### config.mk
export PLATFORM = sky130hd
export DESIGN_NAME = mem_arbiter
export DESIGN_NICKNAME = d
export VERILOG_FILES = /design/src/rtl/mem_arbiter.sv
export SDC_FILE = /design/constraint.sdc
export NUM_CORES = 1
export LEC_CHECK = 0
export ABC_AREA = 0
export BUFFER_PORTS_ARGS = -buffer_cell sky130_fd_sc_hd__clkbuf_2
export CORE_MARGIN = 2
export CORE_UTILIZATION = 38
export DETAILED_ROUTE_END_ITERATION = 8
export HOLD_SLACK_MARGIN = 0.05
export PLACE_DENSITY_LB_ADDON = 0.08
export SLEW_MARGIN = 20
export SYNTH_ARGS = -nofsm -noshare
export SYNTH_HDL_FRONTEND = slang
export SYNTH_SLANG_ARGS = --single-unit
### constraint.sdc
create_clock -name clock -period 2.35 [get_ports clock]
set_clock_uncertainty 0.2 [all_clocks]
set_input_delay 0.235 -clock clock [delete_from_list [all_inputs] [get_ports clock]]
set_output_delay 0.235 -clock clock [all_outputs]
set_load 0.05 [all_outputs]
### src/rtl/mem_arbiter.sv
// mem_arbiter: two-requester (fetch / data) arbiter in front of a single-port RAM.
// Data has priority over fetch. A stall counter bounds how many times in a row
// fetch can lose. Each access takes an ISSUE cycle (gnt + RAM strobe) followed
// by a RESP cycle (valid + read data).
// Ports:
//   clock, rst                      clock and synchronous active-high reset
//   i_req/i_address                 fetch request; i_gnt/i_valid/i_rdata responses
//   d_req/d_we/d_address/d_wdata    data request; d_gnt/d_valid/d_rdata/d_err responses
//   mem_en/mem_we/mem_addr/mem_wdata/mem_rdata   single-port RAM, 1-cycle read latency
module mem_arbiter #(
  parameter logic [31:0] START_ADDRESS = 32'h0000_0000,
  parameter int unsigned MEM_SIZE      = 65536,
  parameter int unsigned MAX_STALL     = 4
) (
  input  logic        clock,
  input  logic        rst,
  input  logic        i_req,
  input  logic [31:0] i_address,
  output logic        i_gnt,
  output logic        i_valid,
  output logic [31:0] i_rdata,
  input  logic        d_req,
  input  logic [3:0]  d_we,
  input  logic [31:0] d_address,
  input  logic [31:0] d_wdata,
  output logic        d_gnt,
  output logic        d_valid,
  output logic [31:0] d_rdata,
  output logic        d_err,
  output logic        mem_en,
  output logic [3:0]  mem_we,
  output logic [31:0] mem_addr,
  output logic [31:0] mem_wdata,
  input  logic [31:0] mem_rdata
);

  localparam int unsigned DW = 32;
  localparam int unsigned SW = 3;
  localparam logic [DW-1:0] LAST_OFFSET = DW'(MEM_SIZE - 4);
  localparam logic [SW-1:0] STALL_LIMIT = SW'(MAX_STALL);

  typedef enum logic [1:0] {IDLE, ISSUE, RESP} state_e;

  state_e          state_q, state_d;
  logic [SW-1:0]   stall_cnt_q, stall_cnt_d;
  logic            win_data_q, win_data_d;
  logic            in_range_q, in_range_d;
  logic            i_gnt_q, i_gnt_d, d_gnt_q, d_gnt_d;
  logic            i_valid_q, i_valid_d, d_valid_q, d_valid_d;
  logic            d_err_q, d_err_d;
  logic            mem_en_q, mem_en_d;
  logic [3:0]      mem_we_q, mem_we_d;
  logic [DW-1:0]   mem_addr_q, mem_addr_d, mem_wdata_q, mem_wdata_d;
  logic [DW-1:0]   i_hold_q, i_hold_d, d_hold_q, d_hold_d;

  logic            pick_data;
  logic [DW-1:0]   win_addr, win_off;
  logic            win_write, win_in_range;

  // Winner selection and range check of the candidate payload
  always_comb begin
    if (i_req && d_req) pick_data = (stall_cnt_q != STALL_LIMIT);
    else                pick_data = d_req;
    win_addr     = pick_data ? d_address : i_address;
    win_off      = win_addr - START_ADDRESS;
    win_write    = pick_data && (d_we != 4'b0000);
    // Writes into the upper half of the address space are never allowed.
    win_in_range = (win_off <= LAST_OFFSET) && !(win_write && win_addr[31]);
  end

  // Next-state and registered-output logic
  always_comb begin
    state_d     = state_q;
    stall_cnt_d = stall_cnt_q;
    win_data_d  = win_data_q;
    in_range_d  = in_range_q;
    i_gnt_d     = 1'b0;
    d_gnt_d     = 1'b0;
    i_valid_d   = 1'b0;
    d_valid_d   = 1'b0;
    d_err_d     = 1'b0;
    mem_en_d    = 1'b0;
    mem_we_d    = 4'b0000;
    mem_addr_d  = mem_addr_q;
    mem_wdata_d = mem_wdata_q;
    i_hold_d    = i_rdata;
    d_hold_d    = d_rdata;

    case (state_q)
      IDLE, RESP: begin
        if (i_req || d_req) begin
          state_d    = ISSUE;
          win_data_d = pick_data;
          in_range_d = win_in_range;
          i_gnt_d    = !pick_data;
          d_gnt_d    = pick_data;
          mem_en_d   = win_in_range;
          mem_we_d   = (win_in_range && pick_data) ? d_we : 4'b0000;
          mem_addr_d = win_off;
          if (pick_data) mem_wdata_d = d_wdata;
          // Only a data win over a waiting fetch counts as a fetch loss.
          if (!pick_data)  stall_cnt_d = '0;
          else if (i_req)  stall_cnt_d = stall_cnt_q + SW'(1);
        end else begin
          state_d = IDLE;
        end
      end
      ISSUE: begin
        state_d   = RESP;
        i_valid_d = !win_data_q;
        d_valid_d = win_data_q;
        d_err_d   = win_data_q && !in_range_q;
      end
      default: state_d = IDLE;
    endcase
  end

  // RAM data arrives during RESP, so the response word bypasses the hold register.
  always_comb begin
    i_rdata = i_hold_q;
    d_rdata = d_hold_q;
    if (state_q == RESP) begin
      if (win_data_q) d_rdata = in_range_q ? mem_rdata : '0;
      else            i_rdata = in_range_q ? mem_rdata : '0;
    end
  end

  // State and output registers
  always_ff @(posedge clock) begin
    if (rst) begin
      state_q     <= IDLE;
      stall_cnt_q <= '0;
      win_data_q  <= 1'b0;
      in_range_q  <= 1'b0;
      i_gnt_q     <= 1'b0;
      d_gnt_q     <= 1'b0;
      i_valid_q   <= 1'b0;
      d_valid_q   <= 1'b0;
      d_err_q     <= 1'b0;
      mem_en_q    <= 1'b0;
      mem_we_q    <= 4'b0000;
      mem_addr_q  <= '0;
      mem_wdata_q <= '0;
      i_hold_q    <= '0;
      d_hold_q    <= '0;
    end else begin
      state_q     <= state_d;
      stall_cnt_q <= stall_cnt_d;
      win_data_q  <= win_data_d;
      in_range_q  <= in_range_d;
      i_gnt_q     <= i_gnt_d;
      d_gnt_q     <= d_gnt_d;
      i_valid_q   <= i_valid_d;
      d_valid_q   <= d_valid_d;
      d_err_q     <= d_err_d;
      mem_en_q    <= mem_en_d;
      mem_we_q    <= mem_we_d;
      mem_addr_q  <= mem_addr_d;
      mem_wdata_q <= mem_wdata_d;
      i_hold_q    <= i_hold_d;
      d_hold_q    <= d_hold_d;
    end
  end

  assign i_gnt     = i_gnt_q;
  assign d_gnt     = d_gnt_q;
  assign i_valid   = i_valid_q;
  assign d_valid   = d_valid_q;
  assign d_err     = d_err_q;
  assign mem_en    = mem_en_q;
  assign mem_we    = mem_we_q;
  assign mem_addr  = mem_addr_q;
  assign mem_wdata = mem_wdata_q;

endmodule

==> flow_metrics.tcl, run 1 <==
set metrics [dict create \
    regToRegEndpoint "mem_addr[0]$_SDFFE_PP0P_" \
    ir_worst_vdd_mv 0.451 \
    nNetsFinal 1245 \
    synth_top_cell_area_share_pct 49.0 \
    p_leak_nw 4.19 \
    r2r_cells 7 \
    crit_path_start_kind "flip-flop" \
    pin_count 274 \
    hp-start "mem_rdata[11]" \
    worst-path-max-fanout 26 \
    ys_seq_area_share_pct 49.0 \
    cp-end-kind "primary output" \
    path_clk_slew_ns 0.06 \
    synth_edf_count 0 \
    synth_common_cells "nand2_1 (194), dfxtp_1 (145), nor2b_1 (65), nor2_1 (39), a21oi_1 (36)" \
    max_stage_delay_ns 0.43 \
    worstPathArrival_ns 1.85 \
    wl_um 18600 \
    dp_cells 1141 \
    synth_seq_cells 145 \
    grt_pass1_vias 5816 \
    final_antenna_net_count 0 \
    grt_pass1_wl_um 28900 \
    slew_headroom_pct 61.4 \
    cts_tree "built" \
    slowest_stage "or3b_4" \
    path_buf_inv 2 \
    period_share_pct 97.1 \
    finalHoldViolCount 0 \
    max_freq_ghz 0.438 \
    drive_gt1_share_pct 32.6 \
    rsz0062_at_grt "yes" \
    place_congestion 0.826 \
    yosysMostFrequentCell "nand2_1" \
    setup_viol 0 \
    grt_overflow 0 \
    fillCellCount 1343 \
    synth_top_family_by_area "simple AND/OR/NAND/NOR gates" \
    clock-root-buffer "clkbuf_16" \
    critPathTopFamily "buffers and inverters" \
    drc_errors 0 \
    clock_sinks 145 \
    synth_fp_nets 858 \
    syn_area_um2 5920 \
    antenna_found_initial 0 \
    synthMuxAreaShare_pct 0 \
    whs_endpoint "i_hold_q[11]$_SDFF_PP0_" \
    rrSetupSlack_ns 0.11 \
    synth-xor-area-share_pct 0 \
    criticalPathCategory "flip-flop to primary output" \
    numPortBuffers 273 \
    holdPathStages 4 \
    powerDensity_nw_per_um2 653 \
    ys_types 43 \
    routed_via_density 4.84 \
    r2r_start "stall_cnt_q[0]$_SDFFE_PP0P_" \
    synth_top_cell_by_area "dfxtp_1" \
    synthAdderAreaFrac_pct 0.423 \
    synth_area_leaders "dfxtp_1 (49%), nand2_1 (12%), nor2b_1 (6.9%)" \
    max_cap_viol_count 0 \
    worstHoldPathType "input port to flip-flop" \
    utilization_pct 62.8 \
    final_cell_count_no_fill 1308 \
    total_power_mw 6.24 \
    multi_input_area_um2 2780 \
    cts_max_level 4 \
    core-area_um2 15200 \
    synth_cells 720 \
    n_antenna_cell 0 \
    status "finished, final reports clean" \
    initial_core_util_pct 38.9 \
    first_pass_iters 5 \
    drt_iter0_markers 422 \
    postSynthAreaPerCell_um2 8.22 \
    hpwl_um 12000 \
    ys_warn_count 0 \
    die_height_um 129 \
    vias 6337 \
    synthArstFlopShare_pct 0 \
    final-seq-area_um2 2900 \
    required_ns 1.91 \
    worst_pin_slew_ns 0.574 \
    slew_viol_final 0 \
    synthFlopType "dfxtp_1" \
    syn_to_final_growth_pct 61.3 \
    yosys.area_share.simple_pct 29.9 \
    synth-compound-area-share_pct 16.0 \
    cts.path.max_buffers 2 \
    rows 45 \
    track_usage_pct 21.8 \
    die_w_um 129 \
    cts_buffers 17 \
    die_area_um2 16600 \
    path_cells "or3b_4, buf_12, o21ai_2, clkbuf_2" \
    wl_per_cell_um 14.2 \
    grt_max_degree 102 \
    clk_latency_ns 0.41 \
    post-route-min-period_ns 2.28 \
]
==> metrics by stage <==
stage | area [µm²] | hold slack [ns] | TNS, ns | worst slack, ns
final | 9550 | 0.0856 | 0 | 0.0691
after global routing | 9550 | 0.0857 | -0.191 | -0.0608
after CTS | 9390 | 0.0678 | 0 | 0.0101
after detailed placement | 7450 | 0.246 | 0 | 0.261
after global placement | 7450 | 0.243 | 0 | 0.305
after floorplan | 5920 | 0.110 | -2.94 | -0.0853
==> per-layer routing <==
layer | wire [µm] | vias up | part of all wire [%] | track usage (%)
met1 | 7800 | 2844 | 42 | 25.7
met5 | 0 | - | 0 | 0
met4 | 371 | 0 | 2.0 | 8.25
met3 | 1160 | 34 | 6.2 | 6.86
li1 | - | 3236 | - | -
met2 | 9300 | 223 | 50 | 37.3
==> cell type report <==
cell class	count	area share (%)
timing repair buffer	423	32.0
clock inverter	14	1.42
inverter	4	0.157
tap	188	2.46
clock buffer	18	4.49
multi-input combinational	516	29.1
sequential	145	30.4
==> kinds of logic after synthesis <==
group                      count (synthesis)
and+or+nand+nor                          374
adders and majority gates                  2
DFF                                      145
AOI/OAI and AO/OA                        140
buffers and inverters                     59
==> worst max path at each step <==
stage,cells after the start,endpoint,startpoint,slack (ns)
2_1_floorplan,4,d_hold_q[10]$_SDFF_PP0_,state_q[0]$_SDFF_PP0_,-0.09
3_3_place_gp,4,i_rdata[0],win_data_q$_SDFFE_PP0P_,0.31
3_5_place_dp,4,i_rdata[0],win_data_q$_SDFFE_PP0P_,0.26
4_1_cts,5,d_rdata[12],state_q[0]$_SDFF_PP0_,0.01
5_1_grt,6,d_rdata[17],state_q[0]$_SDFF_PP0_,-0.06
6_report,4,i_rdata[20],win_data_q$_SDFFE_PP0P_,0.07
==> placed cells by master, fill, tap and decap left out, drive strengths merged, types with 2 or more instances in the layout <==
| master | n |
|---|---|
| clkbuf | 260 |
| nand2 | 195 |
| dfxtp | 145 |
| dlygate4sd3 | 133 |
| o21ai | 66 |
| nor2b | 65 |
| buf | 48 |
| nor2 | 40 |
| a21oi | 36 |
| nand3 | 33 |
| a311oi | 32 |
| nand4 | 8 |
| inv | 7 |
| nor3b | 6 |
| nor4 | 6 |
| clkinv | 6 |
| nor3 | 5 |
| clkinvlp | 4 |
| and3 | 2 |
| o211ai | 2 |
| or3 | 2 |
| nand2b | 2 |
| ha | 2 |
==> flip-flops by register name, indices dropped and copies added, names as in the netlist, 2 cells and up <==
name	count
mem_addr	32
state_q	2
stall_cnt_q	3
mem_wdata	32
i_hold_q	32
d_hold_q	32
mem_we	4
==> worst reg2reg max path, cell delays in order, from the launching register on <==
cell and delay, ns:
dfxtp_1 0.35, inv_1 0.06, ha_1 0.23, nand3_2 0.15, buf_12 0.19, nand3_1 0.11
a311oi_1 0.29, dlygate4sd3_1 0.60
==> power by group <==
| group | internal (mW) | leakage, nW | total [mW] | switching [mW] |
|---|---|---|---|---|
| Clock | 1.47 | 0.263 | 2.56 | 1.09 |
| Sequential | 2.55 | 1.18 | 2.60 | 0.0477 |
| Combinational | 0.407 | 2.74 | 1.07 | 0.667 |
| Total | 4.43 | 4.19 | 6.24 | 1.81 |
==> repair_timing <==
action | in CTS | in global routing
pin swaps | 1 | 0
buffers inserted | 2 | 0
hold endpoints to repair | 103 | 0
hold buffers | 133 | 0
setup endpoints to repair | 27 | 66
gates resized for setup | 10 | 123
No activity file was read; power rests on OpenSTA's default activity.
==> run 2, diff against run 1 <==
--- a/config.mk
+++ b/config.mk
@@ -9,10 +9,11 @@
 export BUFFER_PORTS_ARGS = -buffer_cell sky130_fd_sc_hd__clkbuf_2
 export CORE_MARGIN = 2
 export CORE_UTILIZATION = 38
+export CTS_BUF_LIST = sky130_fd_sc_hd__clkbuf_8 sky130_fd_sc_hd__clkbuf_16
 export DETAILED_ROUTE_END_ITERATION = 8
+export GPL_TIMING_DRIVEN = 0
 export HOLD_SLACK_MARGIN = 0.05
 export PLACE_DENSITY_LB_ADDON = 0.08
-export SLEW_MARGIN = 20
 export SYNTH_ARGS = -nofsm -noshare
 export SYNTH_HDL_FRONTEND = slang
 export SYNTH_SLANG_ARGS = --single-unit
==> run 2 against run 1 <==
Global-route usage grew 3.5 points; combinational power hardly changed; sequential share of layout area fell by 1.5 points; setup slack worse by 0.029 ns; worst hold slack got worse by 0.023 ns; first-iteration DRC count down 21%; critical endpoint is now d_rdata[18]; largest cell class unchanged.
==> flow_metrics.tcl, run 2 (synthesis results as in run 1) <==
set metrics [dict create \
    cp-end-kind "primary output" \
    final_antenna_net_count 0 \
    vias 6767 \
    drive_gt1_share_pct 33.6 \
    mostFrequentLayoutCell "clkbuf_2" \
    clock-root-buffer "clkbuf_16" \
    period_share_pct 98.3 \
    grt_pass1_wl_um 33200 \
    rsz0062_at_grt "yes" \
    numPortBuffers 273 \
    die_w_um 129 \
    p_leak_nw 4.32 \
    hpwl_um 13800 \
    clk_latency_ns 0.42 \
    ir_worst_vdd_mv 0.496 \
    cts_tree "built" \
    track_usage_pct 25.3 \
    syn_to_final_growth_pct 69.7 \
    slew_viol_final 0 \
    powerDensity_nw_per_um2 625 \
    crit_path_start_kind "flip-flop" \
    cts_max_level 4 \
    hp-start "d_req" \
    fin_hold_ws_ns 0.0630 \
    n_antenna_cell 0 \
    nNetsFinal 1287 \
    worst_pin_slew_ns 0.590 \
    drt_iter0_markers 334 \
    post-route-min-period_ns 2.31 \
    max_freq_ghz 0.433 \
    final_cell_mix "clkbuf_2 (214), nand2_1 (183), dfxtp_1 (143), dlygate4sd3_1 (134), nor2b_1 (65)" \
    final-seq-area_um2 2910 \
    worst-path-max-fanout 10 \
    path_clk_slew_ns 0.06 \
    place_congestion 0.852 \
    rrSetupSlack_ns 0.19 \
    wl_per_cell_um 15.6 \
    core-area_um2 15200 \
    cts_buffers 17 \
    grt_max_degree 17 \
    worstHoldPathType "input port to flip-flop" \
    antenna_found_initial 0 \
    first_pass_iters 5 \
    setup_viol 0 \
    r2r_start "stall_cnt_q[0]$_SDFFE_PP0P_" \
    multi_input_area_um2 2940 \
    wl_um 21100 \
    initial_core_util_pct 38.9 \
    clock_sinks 145 \
    pin_count 274 \
    die_area_um2 16600 \
    die_height_um 129 \
    rows 45 \
    worstPathArrival_ns 1.88 \
    cts.path.max_buffers 2 \
    grt_overflow 0 \
    slew_headroom_pct 60.3 \
    criticalPathCategory "flip-flop to primary output" \
    drc_errors 0 \
    routed_via_density 5.01 \
    place_ws_ns 0.117 \
    crit_start "state_q[0]$_SDFF_PP0_" \
    grt_pass1_vias 6753 \
    max_cap_viol_count 0 \
    setup_slack_ns 0.0399 \
    finalHoldViolCount 0 \
    status "finished, final reports clean" \
    fillCellCount 1303 \
    required_ns 1.91 \
]
run 2: per-layer routing:
metal / up-vias / wire (µm) / GRT usage, % / part of all wire, %
met1: 3100 / 8550 / 30.1 / 41
met3: 69 / 1390 / 6.99 / 6.6
met5: - / 0 / 0 / 0
met4: 0 / 787 / 12.6 / 3.7
li1: 3298 / - / - / -
met2: 300 / 10300 / 42.1 / 49
run 2: worst paths after layout:
kind                                endpoint  cells past startpoint
setup reg to reg    mem_addr[0]$_SDFFE_PP0P_                      7
setup / recovery                 d_rdata[18]                      5
hold reg to reg   mem_wdata[22]$_SDFFE_PP0P_                      2
hold / removal         state_q[0]$_SDFF_PP0_                      4
run 2: area by class of cell:
cell class                 count  area share [%]
multi-input combinational    516            29.2
clock buffer                  19            4.51
sequential                   145            28.9
inverter                       4           0.149
clock inverter                13            1.12
buffer                        55            3.08
tap                          188            2.34
timing repair buffer         410            30.6
run 2: what timing repair did:
item | CTS | global route
endpoints found under the setup margin | 64 | 73
resized for setup | 82 | 136
hold endpoints to repair | 106 | 0
hold buffers | 134 | 0
pin swaps | 0 | 5
setup buffers | 3 | 0
run 2: worst max-delay path, stage by stage (launching register included):
cell and delay, ns:
dfxtp_4 0.37, nand3b_1 0.15, buf_4 0.17, clkbuf_2 0.20, o21ai_0 0.27, clkbuf_4 0.29
run 2: per-stage QoR:
stage	util, %	total power [mW]	area, µm²	cells	setup TNS (ns)
floorplan	-	3.23	5920	720	-2.94
global placement	49.5	3.55	7520	1181	0
detailed placement	49.5	3.55	7520	1181	0
CTS	64.1	6.30	9740	1350	0
global route	66.1	6.53	10000	1350	-0.302
finish	66.1	6.28	10000	1350	0
run 2: power by group:
part	switching, mW	internal (mW)	leakage [nW]	total, mW
combinational	0.697	0.405	2.87	1.10
sequential	0.0520	2.55	1.18	2.61
clock	1.07	1.51	0.269	2.57
total	1.82	4.46	4.32	6.28
==> run 3, diff against run 2 <==
--- a/config.mk
+++ b/config.mk
@@ -5,7 +5,8 @@
 export SDC_FILE = /design/constraint.sdc
 export NUM_CORES = 1
 export LEC_CHECK = 0
-export ABC_AREA = 0
+export ABC_AREA = 1
+export ABC_CLOCK_PERIOD_IN_PS = 2350
 export BUFFER_PORTS_ARGS = -buffer_cell sky130_fd_sc_hd__clkbuf_2
 export CORE_MARGIN = 2
 export CORE_UTILIZATION = 38
==> constraint.sdc (replaced) <==
create_clock -name clock -period 2.35 [get_ports clock]
set_clock_uncertainty 0.2 [all_clocks]
set_input_delay 0.235 -clock clock [delete_from_list [all_inputs] [get_ports clock]]
set_output_delay 0.235 -clock clock [all_outputs]
set_load 0.1 [all_outputs]
==> run 3 against run 2 <==
Design area grew 15%; utilization grew 3.9 points; highest routed layer unchanged; sequential power grew 2%; critical path depth grew 5; maximum frequency grew 0.57%; count of clock-buffer cells in the layout shrank 2; critical path type unchanged; via count grew 6.7%; sequential share of layout area shrank 3.7 points.
==> flow_metrics.tcl, run 3 <==
set metrics [dict create \
    status "finished, final reports clean" \
    required_ns 1.91 \
    syn_to_final_growth_pct 82.0 \
    synth_area_leaders "dfxtp_1 (46%), a211oi_1 (7.7%), nand2_1 (6.6%)" \
    synth_top_cell_by_area "dfxtp_1" \
    setup_viol 0 \
    synthFlopType "dfxtp_1" \
    r2r_cells 8 \
    worst-path-max-fanout 8 \
    ys_types 24 \
    grt_max_degree 17 \
    core-area_um2 16500 \
    final_cell_mix "clkbuf_2 (210), dfxtp_1 (141), dlygate4sd3_1 (134), nand2_1 (111), nor2_1 (91)" \
    regToRegEndpoint "mem_addr[13]$_SDFFE_PP0P_" \
    synth_seq_cells 145 \
    ys_seq_area_share_pct 45.8 \
    worstPathArrival_ns 1.86 \
    rrSetupSlack_ns 0.13 \
    synthArstFlopShare_pct 0 \
    pin_count 274 \
    cts_buffers 17 \
    drive_gt1_share_pct 41.5 \
    hp-start "d_req" \
    placed_area_um2 8200 \
    yosysMostFrequentCell "dfxtp_1" \
    post-route-min-period_ns 2.30 \
    period_share_pct 97.7 \
    clk_latency_ns 0.42 \
    whs_endpoint "d_gnt$_SDFF_PP0_" \
    initial_core_util_pct 38.5 \
    finalHoldViolCount 0 \
    cts_max_level 4 \
    cts.path.max_buffers 2 \
    vias 7218 \
    track_usage_pct 24.6 \
    drc_errors 0 \
    rows 47 \
    mostFrequentLayoutCell "clkbuf_2" \
    ys_warn_count 0 \
    slew_viol_final 0 \
    path_clk_slew_ns 0.06 \
    p_leak_nw 5.32 \
    die_area_um2 17700 \
    drt_iter0_markers 293 \
    final_antenna_net_count 0 \
    routed_via_density 4.74 \
    first_pass_iters 4 \
    synth_edf_count 0 \
    powerDensity_nw_per_um2 713 \
    fin_hold_ws_ns 0.0976 \
    worstHoldPathType "input port to flip-flop" \
    place_congestion 0.818 \
    utilization_pct 70.1 \
    slew_headroom_pct 56.5 \
    crit_path_start_kind "flip-flop" \
    numPortBuffers 272 \
    fin_setup_tns_ns 0 \
    max_cap_viol_count 0 \
    clock-root-buffer "clkbuf_16" \
    rsz0062_at_grt "yes" \
    setup_slack_ns 0.0530 \
    grt_overflow 0 \
    wl_um 22200 \
    place_ws_ns -0.461 \
    wl_per_cell_um 14.6 \
    postSynthAreaPerCell_um2 7.47 \
    antenna_found_initial 0 \
    synth_fp_nets 986 \
    n_antenna_cell 0 \
    synth_common_cells "dfxtp_1 (145), nand2_1 (111), inv_1 (109), nor2_1 (95), o21ai_0 (76)" \
    die_height_um 133 \
    synth_cells 848 \
    max_freq_ghz 0.435 \
    holdPathStages 4 \
    clock_sinks 145 \
    hpwl_um 14400 \
    final_area_um2 11500 \
    ir_worst_vdd_mv 0.558 \
    r2r_start "stall_cnt_q[0]$_SDFFE_PP0P_" \
    worst_pin_slew_ns 0.652 \
    nNetsFinal 1427 \
    cp-end-kind "primary output" \
    grt_pass1_vias 7114 \
    synth_top_cell_area_share_pct 45.8 \
    syn_area_um2 6340 \
    die_w_um 133 \
    grt_pass1_wl_um 35100 \
    criticalPathCategory "flip-flop to primary output" \
    cts_tree "built" \
]
-- run 3: cell count changes in the layout (fill, tap and decap cells not counted), moves of 45 or more --
cell,delta
nand2_1,-72
inv_1,+66
a211oi_1,+65
nor2b_1,-65
or2_2,+59
nor2_1,+52
o21ai_0,+46
a21oi_2,+45
-- run 3: metrics by stage --
stage	cells	total power [mW]
after global routing	1522	8.50
after CTS	1515	8.12
after floorplan	848	4.40
final	1522	8.22
after global placement	1340	4.80
after detailed placement	1340	4.80
-- run 3: power by group --
group	switching, mW	internal, mW	leakage [nW]	total [mW]
logic	1.81	0.776	3.81	2.58
clock network	1.10	1.88	0.324	2.97
registers	0.0630	2.60	1.19	2.67
-- run 3: timing repair --
item / 4_1_cts / 5_1_grt
gates cloned: 5 / 0
gates resized for setup: 194 / 193
pin swaps: 2 / 7
endpoints found under the setup margin: 64 / 89
hold buffers: 134 / 0
buffers inserted: 5 / 7
endpoints found under the hold margin: 137 / 0
-- run 3: logic make-up (layout without fill, tap and decap cells) --
logic type               after synthesis  count (layout)  synth area share, %
buffers and inverters                168             622                 10.8
AO/OA/AOI/OAI                        212             212                 19.4
XOR/XNOR                               1               1                0.138
AND/OR/NAND/NOR                      320             320                 23.5
flip-flops                           145             145                 45.8
adder cells (fa/ha/maj)                2               2                0.395
-- run 3: area by class of cell --
type | instances | area [µm²]
fill | 1322 | 4930
timing repair buffer | 423 | 3670
multi-input combinational | 535 | 3190
sequential | 145 | 2910
buffer | 57 | 442
clock buffer | 17 | 425
inverter | 110 | 413
tap | 220 | 275
clock inverter | 15 | 216
-- run 3: routing by layer --
| metal | GRT usage [%] | up-vias | routed length, µm |
|---|---|---|---|
| met2 | 44.0 | 208 | 11400 |
| met4 | 9.34 | 0 | 495 |
| met1 | 28.9 | 3336 | 9200 |
| met5 | 0 | - | 0 |
| met3 | 5.25 | 42 | 1140 |
| li1 | - | 3632 | - |
-- run 3: how the worst max path moves through the flow --
| stage | start | endpoint | slack [ns] |
|---|---|---|---|
| detailed placement | state_q[0]$_SDFF_PP0_ | d_rdata[29] | -0.46 |
| global placement | state_q[0]$_SDFF_PP0_ | i_rdata[28] | -0.45 |
| CTS | state_q[1]$_SDFF_PP0_ | d_rdata[29] | -0.01 |
| global route | state_q[1]$_SDFF_PP0_ | d_rdata[10] | -0.02 |
| finish | state_q[1]$_SDFF_PP0_ | d_rdata[12] | 0.05 |
| floorplan | state_q[1]$_SDFF_PP0_ | d_rdata[19] | -0.57 |
-- run 3: critical path, cell delays in order (launching register included) --
cell and delay, ns:
dfxtp_2 0.32, inv_2 0.06, nor2_4 0.03, inv_2 0.08, nor2_4 0.04, buf_12 0.14, clkbuf_4 0.16, or2_2 0.29
inv_2 0.09, a21oi_4 0.04, buf_12 0.17
